**src/rtl/mux4_rr_arbiter.sv**
```systemverilog
// Round-robin arbiter feeding a shared 4:1 select path.
// Each cycle it picks one requester, starting the search at a rotating priority pointer.
// The chosen operand is registered into a single valid/ready output slot.
// The slot reloads on the same edge it drains, so a steady stream moves one item per cycle.
module mux4_rr_arbiter #(
  parameter int WIDTH = 32
) (
  input  logic             clk,
  input  logic             rst_n,
  input  logic [3:0]       req,
  input  logic [WIDTH-1:0] data_a,
  input  logic [WIDTH-1:0] data_b,
  input  logic [WIDTH-1:0] data_c,
  input  logic [WIDTH-1:0] data_d,
  output logic [3:0]       gnt,
  output logic [1:0]       sel,
  output logic             out_valid,
  output logic [WIDTH-1:0] out_data,
  input  logic             out_ready
);

  typedef enum logic {EMPTY = 1'b0, FULL = 1'b1} slot_t;

  slot_t            state, state_nxt;
  logic [1:0]       ptr;
  logic             load_en;
  logic             win_found;
  logic [1:0]       win_idx;
  logic             take;
  logic [WIDTH-1:0] win_data;

  // Slot may accept a new item when empty or when its current item leaves this edge
  assign load_en = (state == EMPTY) || out_ready;

  // Rotating priority scan: first set request at ptr, ptr+1, ptr+2, ptr+3 (mod 4)
  always_comb begin
    logic [1:0] idx;
    win_found = 1'b0;
    win_idx   = ptr;
    idx       = ptr;
    for (int k = 0; k < 4; k++) begin
      idx = ptr + 2'(k);
      if (!win_found && req[idx]) begin
        win_found = 1'b1;
        win_idx   = idx;
      end
    end
  end

  // Grant is held off during reset so nothing is issued while state is being cleared
  always_comb begin
    gnt = 4'b0000;
    if (rst_n && load_en && win_found) gnt = 4'b0001 << win_idx;
  end

  assign take = |gnt;

  // Operand steering for the winning requester
  always_comb begin
    win_data = data_a;
    case (win_idx)
      2'd0: win_data = data_a;
      2'd1: win_data = data_b;
      2'd2: win_data = data_c;
      2'd3: win_data = data_d;
      default: win_data = data_a;
    endcase
  end

  // Slot state register
  always_ff @(posedge clk or negedge rst_n) begin
    if (!rst_n) state <= EMPTY;
    else        state <= state_nxt;
  end

  // Slot next state: a load always fills; a drain with nothing to reload empties
  always_comb begin
    state_nxt = state;
    if (take)                          state_nxt = FULL;
    else if (state == FULL && out_ready) state_nxt = EMPTY;
  end

  // Slot outputs
  always_comb begin
    out_valid = (state == FULL);
  end

  // Capture winner data/select and advance the pointer just past the winner
  always_ff @(posedge clk or negedge rst_n) begin
    if (!rst_n) begin
      out_data <= '0;
      sel      <= 2'b00;
      ptr      <= 2'b00;
    end else if (take) begin
      out_data <= win_data;
      sel      <= win_idx;
      ptr      <= win_idx + 2'd1;
    end
  end

endmodule

```
**config.mk**
```make
export PLATFORM = sky130hd
export DESIGN_NAME = mux4_rr_arbiter
export DESIGN_NICKNAME = d
export VERILOG_FILES = /design/src/rtl/mux4_rr_arbiter.sv
export SDC_FILE = /design/constraint.sdc
export NUM_CORES = 1
export LEC_CHECK = 0
export CAP_MARGIN = 10
export CORE_MARGIN = 8
export CORE_UTILIZATION = 34
export CTS_CLUSTER_SIZE = 10
export DETAILED_ROUTE_END_ITERATION = 16
export PLACE_DENSITY = 0.92
export SLEW_MARGIN = 20
export SYNTH_ARGS = -nofsm -noshare
export SYNTH_HDL_FRONTEND = slang
export SYNTH_SLANG_ARGS = --single-unit
```
**constraint.sdc**
```tcl
create_clock -name clk -period 3.65 [get_ports clk]
set_input_delay 0.73 -clock clk [delete_from_list [all_inputs] [get_ports clk]]
set_output_delay 0.73 -clock clk [all_outputs]
set_load 0.02 [all_outputs]
```
==> impl_metrics.json <==
{
  "status": "complete, no violations",
  "netlist_area_mm2": 0.00228,
  "crit_slowest_cell": "clkdlybuf4s50_1",
  "maxClockFrequency_mhz": 291,
  "finalWeightedCongestion": 0.813,
  "detailed_place_hpwl_mm": 7.01,
  "initialDrtViolationCount": 204,
  "fin_crit_sh_pct": 94.2,
  "dieArea_mm2": 0.00958,
  "numPortBuffers": 173,
  "worstPathBufferInverterCount": 3,
  "yosys_reg_bits": 37,
  "ctsHoldBuffers": 0,
  "post-cts-setup-buffers": 0,
  "reg2regPathDepth": 9,
  "async_flop_share_pct": 100,
  "critical-path-top-delay-family": "buffers and inverters",
  "r2r_end": "out_data[24]",
  "drive_above_1_share_pct": 14.1,
  "num-nets-final": 528,
  "clock-skew-final_ns": 0.00492,
  "critPathMaxStageDelay_ns": 0.56,
  "clock_sinks": 37,
  "timing_worst_setup_path_type": "in -> out",
  "cts_made_buffers": 5,
  "cp_max_fo": 6,
  "cp_data_arrival_time_ns": 2.71,
  "drtPass1Iterations": 8,
  "grt_start_max_net_pins": 38,
  "timing.setup.tns_ns": 0,
  "fp-row-count": 30,
  "setup.worst_path.start_class": "primary input",
  "ctsRootBufferMaster": "clkbuf_8",
  "setup_violations": 0,
  "placement.cell_area_mm2": 0.00408,
  "worstSkewPairLatency_ns": 0.28,
  "synth_enable_flop_cells": 0,
  "synthesis.yosys.warnings": 0,
  "worst-r2r-setup-slack_ns": 0.98,
  "io_pins": 174,
  "final_cell_area_mm2": 0.00420,
  "postSynthAreaPerCell_um2": 10.3,
  "power.static_leakage_nw": 1.72,
  "n_antenna_cell": 0,
  "most_area_hungry_cell_type_in_the_yosys_netlist": "dfrtp_1",
  "synth.top_cells.by_count": "37 x dfrtp_1, 34 x mux2_2, 33 x nand2_1, 33 x o21ai_0, 32 x a222oi_1",
  "grt_pass1_wl_mm": 14.6,
  "fin_hold_ws_ns": 0.508,
  "timing_max_transition_violations_final": 0,
  "rsz0062_at_grt": "no",
  "final_antenna_net_count": 0,
  "clock_tree.buffer_depth": 2,
  "detailedPlace.worstSlack_ns": -0.0460,
  "min_path_cells": 1,
  "timing.hold.worst.class": "reg -> reg",
  "timing.hold.worst_endpoint": "out_data[16]",
  "max_cap_violations": 0,
  "final-instance-count-excl-fill": 469,
  "crit_path_required_time_ns": 2.92,
  "grt.total_usage_pct": 18.8,
  "peakVddDrop_uv": 358,
  "crit_path_cell_trace": "clkdlybuf4s50_1 > nor2b_1 > o21ai_0 > o221a_2 > inv_1 > ha_1 > and2_1 > dlygate4sd2_1",
  "die_h_um": 97.9,
  "worstHoldStart": "out_data[16]",
  "placed_cells_incl_taps": 461,
  "clock_transition_at_the_register_clock_pins_on_the_worst_setup_and_hold_paths_after_cts_ns": 0.07,
  "worst_r2r_startpoint": "ptr[0]",
  "wirelength_mm": 9.09,
  "floorplan.die.width_um": 97.9,
  "postSynthCellCount": 222,
  "worst_pin_slew_ns": 0.487,
  "initial_core_util_pct": 34.3,
  "post-route-worst-setup-slack_ns": 0.211,
  "ys_top_cells_by_area": "dfrtp_1 41%, mux2_2 17%, a222oi_1 14%, o21ai_0 7.2%, nand2_1 5.4%",
  "post-route-min-period_ns": 3.44,
  "drc": 0,
  "number_of_antenna_violations_at_the_first_check_in_global_routing": 0,
  "synthFlopType": "dfrtp_1",
  "netlist.area_leader.share_pct": 40.6,
  "dr_total_vias": 2525,
  "yosysUniqueCellTypes": 23,
  "area.growth.synth_to_final_pct": 84.2,
  "route.detailed.vias_per_inst": 5.38,
  "end_kind": "output pin",
  "route.detailed.wl_per_inst_um": 19.4,
  "core_mm2": 0.00664,
  "count_of_final_hold_check_violations": 0,
  "power.density_mw_per_mm2": 712,
  "via_count_of_the_first_global_routing_pass": 2876,
  "cts_max_level": 2,
  "syn_nets": 362,
  "slew-limit-headroom_pct": 67.6,
  "cts_tree": "yes",
  "grt-ovfl-total": 0,
  "synth_most_common_cell": "dfrtp_1",
  "ys_seq_area_share_pct": 40.6
}
## how the worst max path moves through the flow
stage | end | startpoint | depth (start not counted) | slack, ns
2_1_floorplan | gnt[2] | req[0] | 8 | 0.63
3_5_place_dp | gnt[0] | req[0] | 8 | -0.05
6_report | gnt[0] | req[3] | 8 | 0.21
5_1_grt | gnt[0] | req[3] | 8 | 0.09
4_1_cts | gnt[1] | req[2] | 8 | 0.01
3_3_place_gp | gnt[0] | req[0] | 8 | 0.04
## cell usage in the layout (no fill, tap or decap)
cell / instances
and2_1: 4
nand2b_1: 1
o221a_2: 1
nor2_1: 2
mux2_2: 34
mux2_1: 2
clkbuf_1: 1
nor3b_4: 1
o2bb2ai_2: 1
ha_2: 1
buf_2: 1
nor4_1: 1
dlymetal6s2s_1: 2
clkdlybuf4s50_1: 168
dfrtp_1: 37
nor3_1: 1
o41ai_4: 1
buf_12: 1
clkbuf_8: 6
ha_1: 4
a21oi_1: 4
nand2_1: 33
inv_1: 4
nor2b_1: 3
a222oi_1: 32
buf_4: 7
o21ai_0: 33
bufinv_16: 1
dlygate4sd2_1: 2
## area by class of cell
cell class / instances / area [um2]
Fill cell: 544 / 2440
Clock buffer: 7 / 86.3
Clock inverter: 1 / 30.0
Sequential cell: 37 / 926
Timing Repair Buffer: 181 / 1800
Multi-Input combinational cell: 159 / 1240
Tap cell: 80 / 100
Inverter: 4 / 15.0
## layer usage
metal | track usage, % | wire, um | up-vias
met4 | 3.96 | 66 | 0
li1 | - | - | 1193
met3 | 7.89 | 914 | 6
met2 | 34.4 | 4750 | 115
met1 | 19.4 | 3350 | 1211
met5 | 0 | 0 | -
## registers in the layout (all words and copies together) (netlist names)
name       cells
sel            2
ptr            2
out_valid      1
out_data      32
## through the flow
step	utilization, %	total power, mW
final	63.2	2.99
after global routing	63.2	3.21
after CTS	63.1	3.02
after detailed placement	61.3	2.64
after global placement	61.3	2.57
after floorplan	-	1.85
## timing repair
item / 4_1_cts / 5_1_grt
hold endpoints to repair: 0 / 0
resized for setup: 2 / 3
setup endpoints to repair: 2 / 2
cloned: 0 / 0
## where the power goes
group          internal [mW]  switching (mW)  leakage, nW
clock                  0.223           0.145       0.0585
combinational          0.949           0.965         1.20
sequential             0.608           0.103        0.460
total                   1.78            1.21         1.72
## cells by family after synthesis
group           share of synthesized area, %
fa+ha+maj                               2.74
flops                                   40.6
compound gates                          24.3
simple gates                            9.28
mux                                     17.8
buf+inv                                 5.32
Power figures use the tool's default switching activity.
